File: src/rtl/in_filter4_frame_config_if.sv
// Pad-side and fabric-side signals of the four-channel input conditioner,
// plus the frame configuration word that sets channel modes and the filter threshold.
interface in_filter4_frame_config_if #(
  parameter int NoConfigBits = 12
);
  logic                    I0, I1, I2, I3;
  logic                    O0, O1, O2, O3;
  logic [NoConfigBits-1:0] ConfigBits;

  modport master (output I0, I1, I2, I3, ConfigBits, input  O0, O1, O2, O3);
  modport slave  (input  I0, I1, I2, I3, ConfigBits, output O0, O1, O2, O3);
endinterface

File: src/rtl/in_filter4_frame_config.sv
// Four-channel pad input conditioner: synchroniser, stability filter, and level/pulse/toggle output.
// Optional macro IN_FILTER_SYNC3_EN adds a third synchroniser stage per channel.
module in_filter4_chan #(
  parameter int FILTER_W = 4
) (
  input  logic                UserCLK,
  input  logic                RESET,
  input  logic                padIn,
  input  logic [1:0]          mode,
  input  logic [FILTER_W-1:0] thresh,
  output logic                chanOut
);
  logic                s1, s2, src, f, p, t, hit, pNext;
  logic [FILTER_W-1:0] cnt;

  always_ff @(posedge UserCLK or posedge RESET) begin
    if (RESET) begin
      s1 <= 1'b0;
      s2 <= 1'b0;
    end else begin
      s1 <= padIn;
      s2 <= s1;
    end
  end

`ifdef IN_FILTER_SYNC3_EN
  logic s3;
  always_ff @(posedge UserCLK or posedge RESET) begin
    if (RESET) s3 <= 1'b0;
    else       s3 <= s2;
  end
  assign src = s3;
`else
  assign src = s2;
`endif

  // Compared with equality so a threshold lowered below cnt lets cnt wrap once to 0.
  assign hit   = (src != f) && (cnt == thresh);
  assign pNext = hit & src;

  always_ff @(posedge UserCLK or posedge RESET) begin
    if (RESET) begin
      f   <= 1'b0;
      cnt <= '0;
      p   <= 1'b0;
      t   <= 1'b0;
    end else begin
      p <= pNext;
      t <= t ^ pNext;
      if (src == f) begin
        cnt <= '0;
      end else if (hit) begin
        f   <= src;
        cnt <= '0;
      end else begin
        cnt <= cnt + 1'b1;
      end
    end
  end

  always_comb begin
    chanOut = src;
    case (mode)
      2'b00:   chanOut = src;
      2'b01:   chanOut = f;
      2'b10:   chanOut = p;
      default: chanOut = t;
    endcase
  end
endmodule

module in_filter4_frame_config #(
  parameter int NoConfigBits = 12,
  parameter int FILTER_W     = 4
) (
  input logic                         UserCLK,
  input logic                         RESET,
  in_filter4_frame_config_if.slave    bus
);
  localparam int NUM_LANES = 4;

  logic [NUM_LANES-1:0]      padIn, chanOut;
  logic [FILTER_W-1:0]       thresh;

  assign padIn  = {bus.I3, bus.I2, bus.I1, bus.I0};
  assign thresh = bus.ConfigBits[NoConfigBits-1 -: FILTER_W];
  assign {bus.O3, bus.O2, bus.O1, bus.O0} = chanOut;

  for (genvar c = 0; c < NUM_LANES; c++) begin : gLane
    in_filter4_chan #(.FILTER_W(FILTER_W)) uChan (
      .UserCLK (UserCLK),
      .RESET   (RESET),
      .padIn   (padIn[c]),
      .mode    (bus.ConfigBits[2*c+1 -: 2]),
      .thresh  (thresh),
      .chanOut (chanOut[c])
    );
  end
endmodule

File: src/flat_wrapper.sv
// flat-port wrapper written by rule: the top's interface ports become plain ports
module in_filter4_frame_config_flat 
#(
  parameter int NoConfigBits = 12,
  parameter int FILTER_W     = 4
)
  (UserCLK, RESET, bus_I0, bus_I1, bus_I2, bus_I3, bus_ConfigBits, bus_O0, bus_O1, bus_O2, bus_O3);
  in_filter4_frame_config_if #(.NoConfigBits(NoConfigBits)) bus_i ();
  input logic UserCLK;
  input logic RESET;
  input wire logic [$bits(bus_i.I0)-1:0] bus_I0;
  input wire logic [$bits(bus_i.I1)-1:0] bus_I1;
  input wire logic [$bits(bus_i.I2)-1:0] bus_I2;
  input wire logic [$bits(bus_i.I3)-1:0] bus_I3;
  input wire logic [$bits(bus_i.ConfigBits)-1:0] bus_ConfigBits;
  output wire logic [$bits(bus_i.O0)-1:0] bus_O0;
  output wire logic [$bits(bus_i.O1)-1:0] bus_O1;
  output wire logic [$bits(bus_i.O2)-1:0] bus_O2;
  output wire logic [$bits(bus_i.O3)-1:0] bus_O3;
  assign bus_i.I0 = bus_I0;
  assign bus_i.I1 = bus_I1;
  assign bus_i.I2 = bus_I2;
  assign bus_i.I3 = bus_I3;
  assign bus_i.ConfigBits = bus_ConfigBits;
  assign bus_O0 = bus_i.O0;
  assign bus_O1 = bus_i.O1;
  assign bus_O2 = bus_i.O2;
  assign bus_O3 = bus_i.O3;
  in_filter4_frame_config #(.NoConfigBits(NoConfigBits), .FILTER_W(FILTER_W)) u_core (.UserCLK(UserCLK), .RESET(RESET), .bus(bus_i));
endmodule
File: config.mk
export PLATFORM = sky130hd
export DESIGN_NAME = in_filter4_frame_config_flat
export DESIGN_NICKNAME = d
export VERILOG_FILES = /design/src/rtl/in_filter4_frame_config_if.sv /design/src/rtl/in_filter4_frame_config.sv /design/src/flat_wrapper.sv
export SDC_FILE = /design/constraint.sdc
export NUM_CORES = 1
export LEC_CHECK = 0
export ABC_AREA = 1
export BUFFER_PORTS_ARGS = -buffer_cell sky130_fd_sc_hd__buf_2
export CORE_MARGIN = 2
export CORE_UTILIZATION = 58
export CTS_CLUSTER_DIAMETER = 30
export CTS_CLUSTER_SIZE = 28
export DETAILED_ROUTE_END_ITERATION = 10
export PLACE_DENSITY = 0.79
export SLEW_MARGIN = 25
export SYNTH_ARGS = -nofsm -noshare
export SYNTH_HDL_FRONTEND = slang
export SYNTH_SLANG_ARGS = --single-unit
File: constraint.sdc
create_clock -name UserCLK -period 1.4 [get_ports UserCLK]
set_input_delay 0.28 -clock UserCLK [delete_from_list [all_inputs] [get_ports UserCLK]]
set_output_delay 0.28 -clock UserCLK [all_outputs]
set_load 0.005 [all_outputs]
# After elaboration in Yosys (flattened, before gate mapping)
# Index checks and enable logic that the tools add are counted.
[word_totals]
reg_bits = 36
output_inout_bits = 4
word_cells = 84
in_bits = 18
[classes]
mux = 12
eq_ne = 20
reduce_logical = 12
bitwise_logic = 12
add_sub_neg = 4
[ops]
columns = ["operator", "n"]
rows = [
  ["$mux 4", 8],
  ["$add 4x1->4 const B", 4],
  ["$eq 4x4->1", 4],
  ["$pmux 1 s3", 4],
  ["$eq 2x1->1 const B", 4],
  ["$eq 2x2->1 const B", 4],
  ["$logic_not 2->1", 4],
  ["$reduce_and 2->1", 4],
  ["$and 1x1->1", 4],
  ["$eq 1x1->1", 4],
  ["$logic_and 1x1->1", 4],
  ["$ne 1x1->1", 4],
  ["$not 1->1", 4],
  ["$xor 1x1->1", 4],
]

# Longest topological paths before layout
[depth]
depth_word = 4
ltp_mapped = 9
mapped_depth_nobuf = 8

# Modules after synthesis
# Synthesis repeated with hierarchy kept, for this count alone.
[unflattened]
hier_cells = 272
area_unflattened_um2 = 1971.9
[by_module_without_submodules]
columns = ["mod", "area_per_inst_um2", "cells_per_inst", "seq_area_each_um2", "n_inst"]
rows = [
  ["in_filter4_chan", 493.0, 68, 225.2, 4],
]

# Worst setup path before layout
# No wires, ideal clock.
[synth_path]
path_kind = "input-to-reg"
startpoint = "input port bus_ConfigBits[9]"
endpoint = "register u_core.gLane[3].uChan.cnt[0]"
t_arrival_ps = 962
stages = 7
required_ps = 1280
n_path_buf = 1
setup_slack_ps = 318
setup_ps = 120
cell_sequence = "buf_2 > inv_4 > nand2_1 > nand2_1 > nor2_1 > nand3_1 > and3_1"
[synth_via]
elab_chain_cells = 4
[synth_lines]
columns = ["item", "line", "source"]
rows = [
  ["start: declaration", "flat_wrapper.sv:15", "input wire logic [$bits(bus_i.ConfigBits)-1:0] bus_ConfigBits;"],
  ["$eq 4x4->1", "in_filter4_frame_config.sv:38", "assign hit = (src != f) && (cnt == thresh);"],
  ["$logic_and 1x1->1", "in_filter4_frame_config.sv:38", ""],
  ["$mux 4", "in_filter4_frame_config.sv:52", "end else if (hit) begin"],
  ["$mux 4", "in_filter4_frame_config.sv:50", "if (src == f) begin"],
  ["end signal: assignment", "in_filter4_frame_config.sv:56", "cnt <= cnt + 1'b1;"],
  ["end: declaration", "in_filter4_frame_config.sv:14", "logic [FILTER_W-1:0] cnt;"],
]
# Every way passes these cells.
# A chain may end at the register's enable or synchronous reset.

# Worst setup path after layout
[layout_path]
startpoint = "register u_core.gLane[0].uChan.f"
endpoint = "output port bus_O0"
[layout_via]
elab_chain_cells = 1
[layout_lines]
columns = ["item", "line", "source"]
rows = [
  ["start: declaration", "in_filter4_frame_config.sv:13", "logic s1, s2, src, f, p, t, hit, pNext;"],
  ["start signal: assignment", "in_filter4_frame_config.sv:53", "f <= src;"],
  ["$pmux 1 s3", "in_filter4_frame_config.sv:63", "case (mode)"],
  ["end: declaration", "flat_wrapper.sv:16", "output wire logic [$bits(bus_i.O0)-1:0] bus_O0;"],
]
# Every way passes these cells.

==> impl_metrics.env <==
export IMPL_fin_tns_setup_ps=-163
export IMPL_end_kind="output pin"
export IMPL_yosys_warnings=0
export IMPL_syn_nets=286
export IMPL_root_buffer="clkbuf_4"
export IMPL_slew_headroom_pct=71.4
export IMPL_status="finished, violations left"
export IMPL_clockBufferDepth=2
export IMPL_grt_pass1_wl_um=6760
export IMPL_fp_dieArea_um2=3890
export IMPL_period_needed_ps=1470
export IMPL_hp_class="input pin to asynchronous set/reset pin"
export IMPL_ys_seq_area_share_pct=45.6
export IMPL_die_height_um=62.4
export IMPL_avgSynthCellArea_um2=7.49
export IMPL_antenna_left=0
export IMPL_rows=21
export IMPL_whs_ps=-4.57
export IMPL_vdd_drop_max_mv=1.22
export IMPL_synthToLayoutAreaGrowth_pct=20.4
export IMPL_portBuffers=21
export IMPL_overflow=0
export IMPL_tightest_slew_ps=430
export IMPL_critPathLaunchType="register"
export IMPL_fill_cells=284
export IMPL_wl_per_cell_um=10.9
export IMPL_first_pass_iters=4
export IMPL_mostFrequentLayoutCell="nand2_1"
export IMPL_grt_usage_pct=22.0
export IMPL_dp_slack_ps=152
export IMPL_crit_type="register to output pin"
export IMPL_num_io_pins=22
export IMPL_leakage_nw=1.31
export IMPL_stdcell_area_um2=2380
export IMPL_netlist_area_um2=1980
export IMPL_powerDensity_nw_per_um2=1660
export IMPL_final_cell_mix="nand2_1 (89), inv_1 (44), dfrtp_1 (36)"
export IMPL_grt_max_degree=37
export IMPL_routed_wl_um=3790
export IMPL_cts_tree="yes"
export IMPL_hold_viol=13
export IMPL_placeableCoreArea_um2=3310
export IMPL_clk_pin_slew_ps=120
export IMPL_post_route_worst_setup_slack_ps=-66.1
export IMPL_vias=1675
export IMPL_setup_violations_final=4
export IMPL_die_w_um=62.4
export IMPL_drc=0
export IMPL_cp_max_fo=2
export IMPL_clock_latency_ps=360
export IMPL_cp_data_required_time_ps=1120
export IMPL_gp_congestion=0.804
export IMPL_dpl_cell_area_um2=2140
export IMPL_nNetsFinal=323
export IMPL_antenna_cells=0
export IMPL_routed_via_density=4.81
export IMPL_total_power_w=0.00396
export IMPL_cap_violations=0
export IMPL_antenna_found_initial=0
export IMPL_cts_sinks=36
export IMPL_fin_skew_ps=16.6
export IMPL_dpl_hpwl_um=2700
export IMPL_violations="negative hold slack, negative setup slack"
export IMPL_drive_gt1_share_pct=19.2
export IMPL_fin_crit_sh_pct=105
export IMPL_slew_viol_final=0
export IMPL_initial_core_util_pct=59.7
export IMPL_cts_inserted_buffers=5
export IMPL_synth_seq_cells=36
export IMPL_grt_pass1_vias=1648
export IMPL_synthDistinctLibCells=23
export IMPL_critical_path_arrival_ps=1190
export IMPL_syn_inst=264
export IMPL_drtIter0Drc=99
export IMPL_max_freq_mhz=682
export IMPL_rsz0062_at_grt="true"
export IMPL_cts_htree_levels=2
## layer usage
layer  wire, um  global-route usage, %  share of wire [%]
met5          0                      0                  0
met4         53                   7.50                1.4
met3        108                   5.41                2.8
met2       1890                   37.2                 50
met1       1750                   27.7                 46
## area by class of cell
type / count / area (um2) / area share (%)
Sequential cell: 36 / 901 / 37.8
Inverter: 49 / 189 / 7.93
Clock buffer: 5 / 37.5 / 1.58
Tap cell: 46 / 57.6 / 2.42
Multi-Input combinational cell: 177 / 916 / 38.5
Clock inverter: 3 / 90.1 / 3.78
Timing Repair Buffer: 32 / 190 / 7.99
## flip-flops by register name (all words and copies together) (netlist names)
signal,flops
u_core.gLane.uChan.f,4
u_core.gLane.uChan.p,4
u_core.gLane.uChan.cnt,16
u_core.gLane.uChan.t,4
u_core.gLane.uChan.s2,4
u_core.gLane.uChan.s1,4
## worst max-delay path: stages, from the launching register on
cell and delay, ps:
dfrtp_1 410, inv_2 60, o21ai_1 50, a21oi_1 120, nor2_1 60, buf_2 120
## cells by family after synthesis
logic type | count (synthesis) | synth area share (%)
buffers and inverters | 51 | 10.1
AND/OR/NAND/NOR | 148 | 31.8
XOR/XNOR | 11 | 6.01
flip-flops | 36 | 45.6
AO/OA/AOI/OAI | 14 | 4.05
adder cells (fa/ha/maj) | 4 | 2.53
## power breakdown
group	total (W)	leakage, nW	switching (W)	internal (W)
Clock	0.00110	0.0654	0.000361	0.000736
Sequential	0.00158	0.463	0.000282	0.00130
Combinational	0.00128	0.784	0.000729	0.000553
## cells in the mapped netlist
library cell | instances | share of area (%)
a211oi_1 | 4 | 1.5
a21oi_1 | 4 | 1.0
and2_1 | 1 | 0.32
and3_1 | 2 | 0.63
buf_2 | 2 | 0.51
dfrtp_1 | 36 | 46
ha_1 | 4 | 2.5
inv_1 | 45 | 8.5
inv_2 | 2 | 0.38
inv_4 | 2 | 0.63
nand2_1 | 89 | 17
nand2_2 | 2 | 0.63
nand3_1 | 14 | 3.5
nand3_2 | 1 | 0.51
nand4_1 | 5 | 1.6
nor2_1 | 22 | 4.2
nor2_2 | 2 | 0.63
nor2_4 | 1 | 0.57
nor3_1 | 9 | 2.3
o21ai_0 | 6 | 1.5
xnor2_1 | 3 | 1.3
xor2_1 | 5 | 2.2
xor2_2 | 3 | 2.5
## metrics by stage
stage	utilization, %	std cells
after floorplan	-	264
final	71.9	348
after global routing	71.9	348
after CTS	70.6	347
after detailed placement	64.6	330
after global placement	64.6	330
## final timing paths
check	from	endpoint	slack, ps	depth (start not counted)
setup / recovery	u_core.gLane[0].uChan.f	bus_O0	-70	5
hold / removal	RESET	u_core.gLane[2].uChan.t	-5	3
setup reg to reg	u_core.gLane[2].uChan.f	u_core.gLane[2].uChan.cnt[2]	120	5
hold reg to reg	u_core.gLane[3].uChan.s1	u_core.gLane[3].uChan.s2	360	0
max in group asynchronous	RESET	u_core.gLane[2].uChan.cnt[0]	1090	3
min in group UserCLK	bus_I2	u_core.gLane[2].uChan.s1	40	1
## timing repair
action,CTS,global route
hold buffers,0,1
gates resized for setup,3,8
pin swaps,1,1
hold endpoints to repair,0,1
buffers inserted,9,0
endpoints found under the setup margin,4,5
gates cloned,0,0
Note: power is estimated with default switching activity, not from simulation.
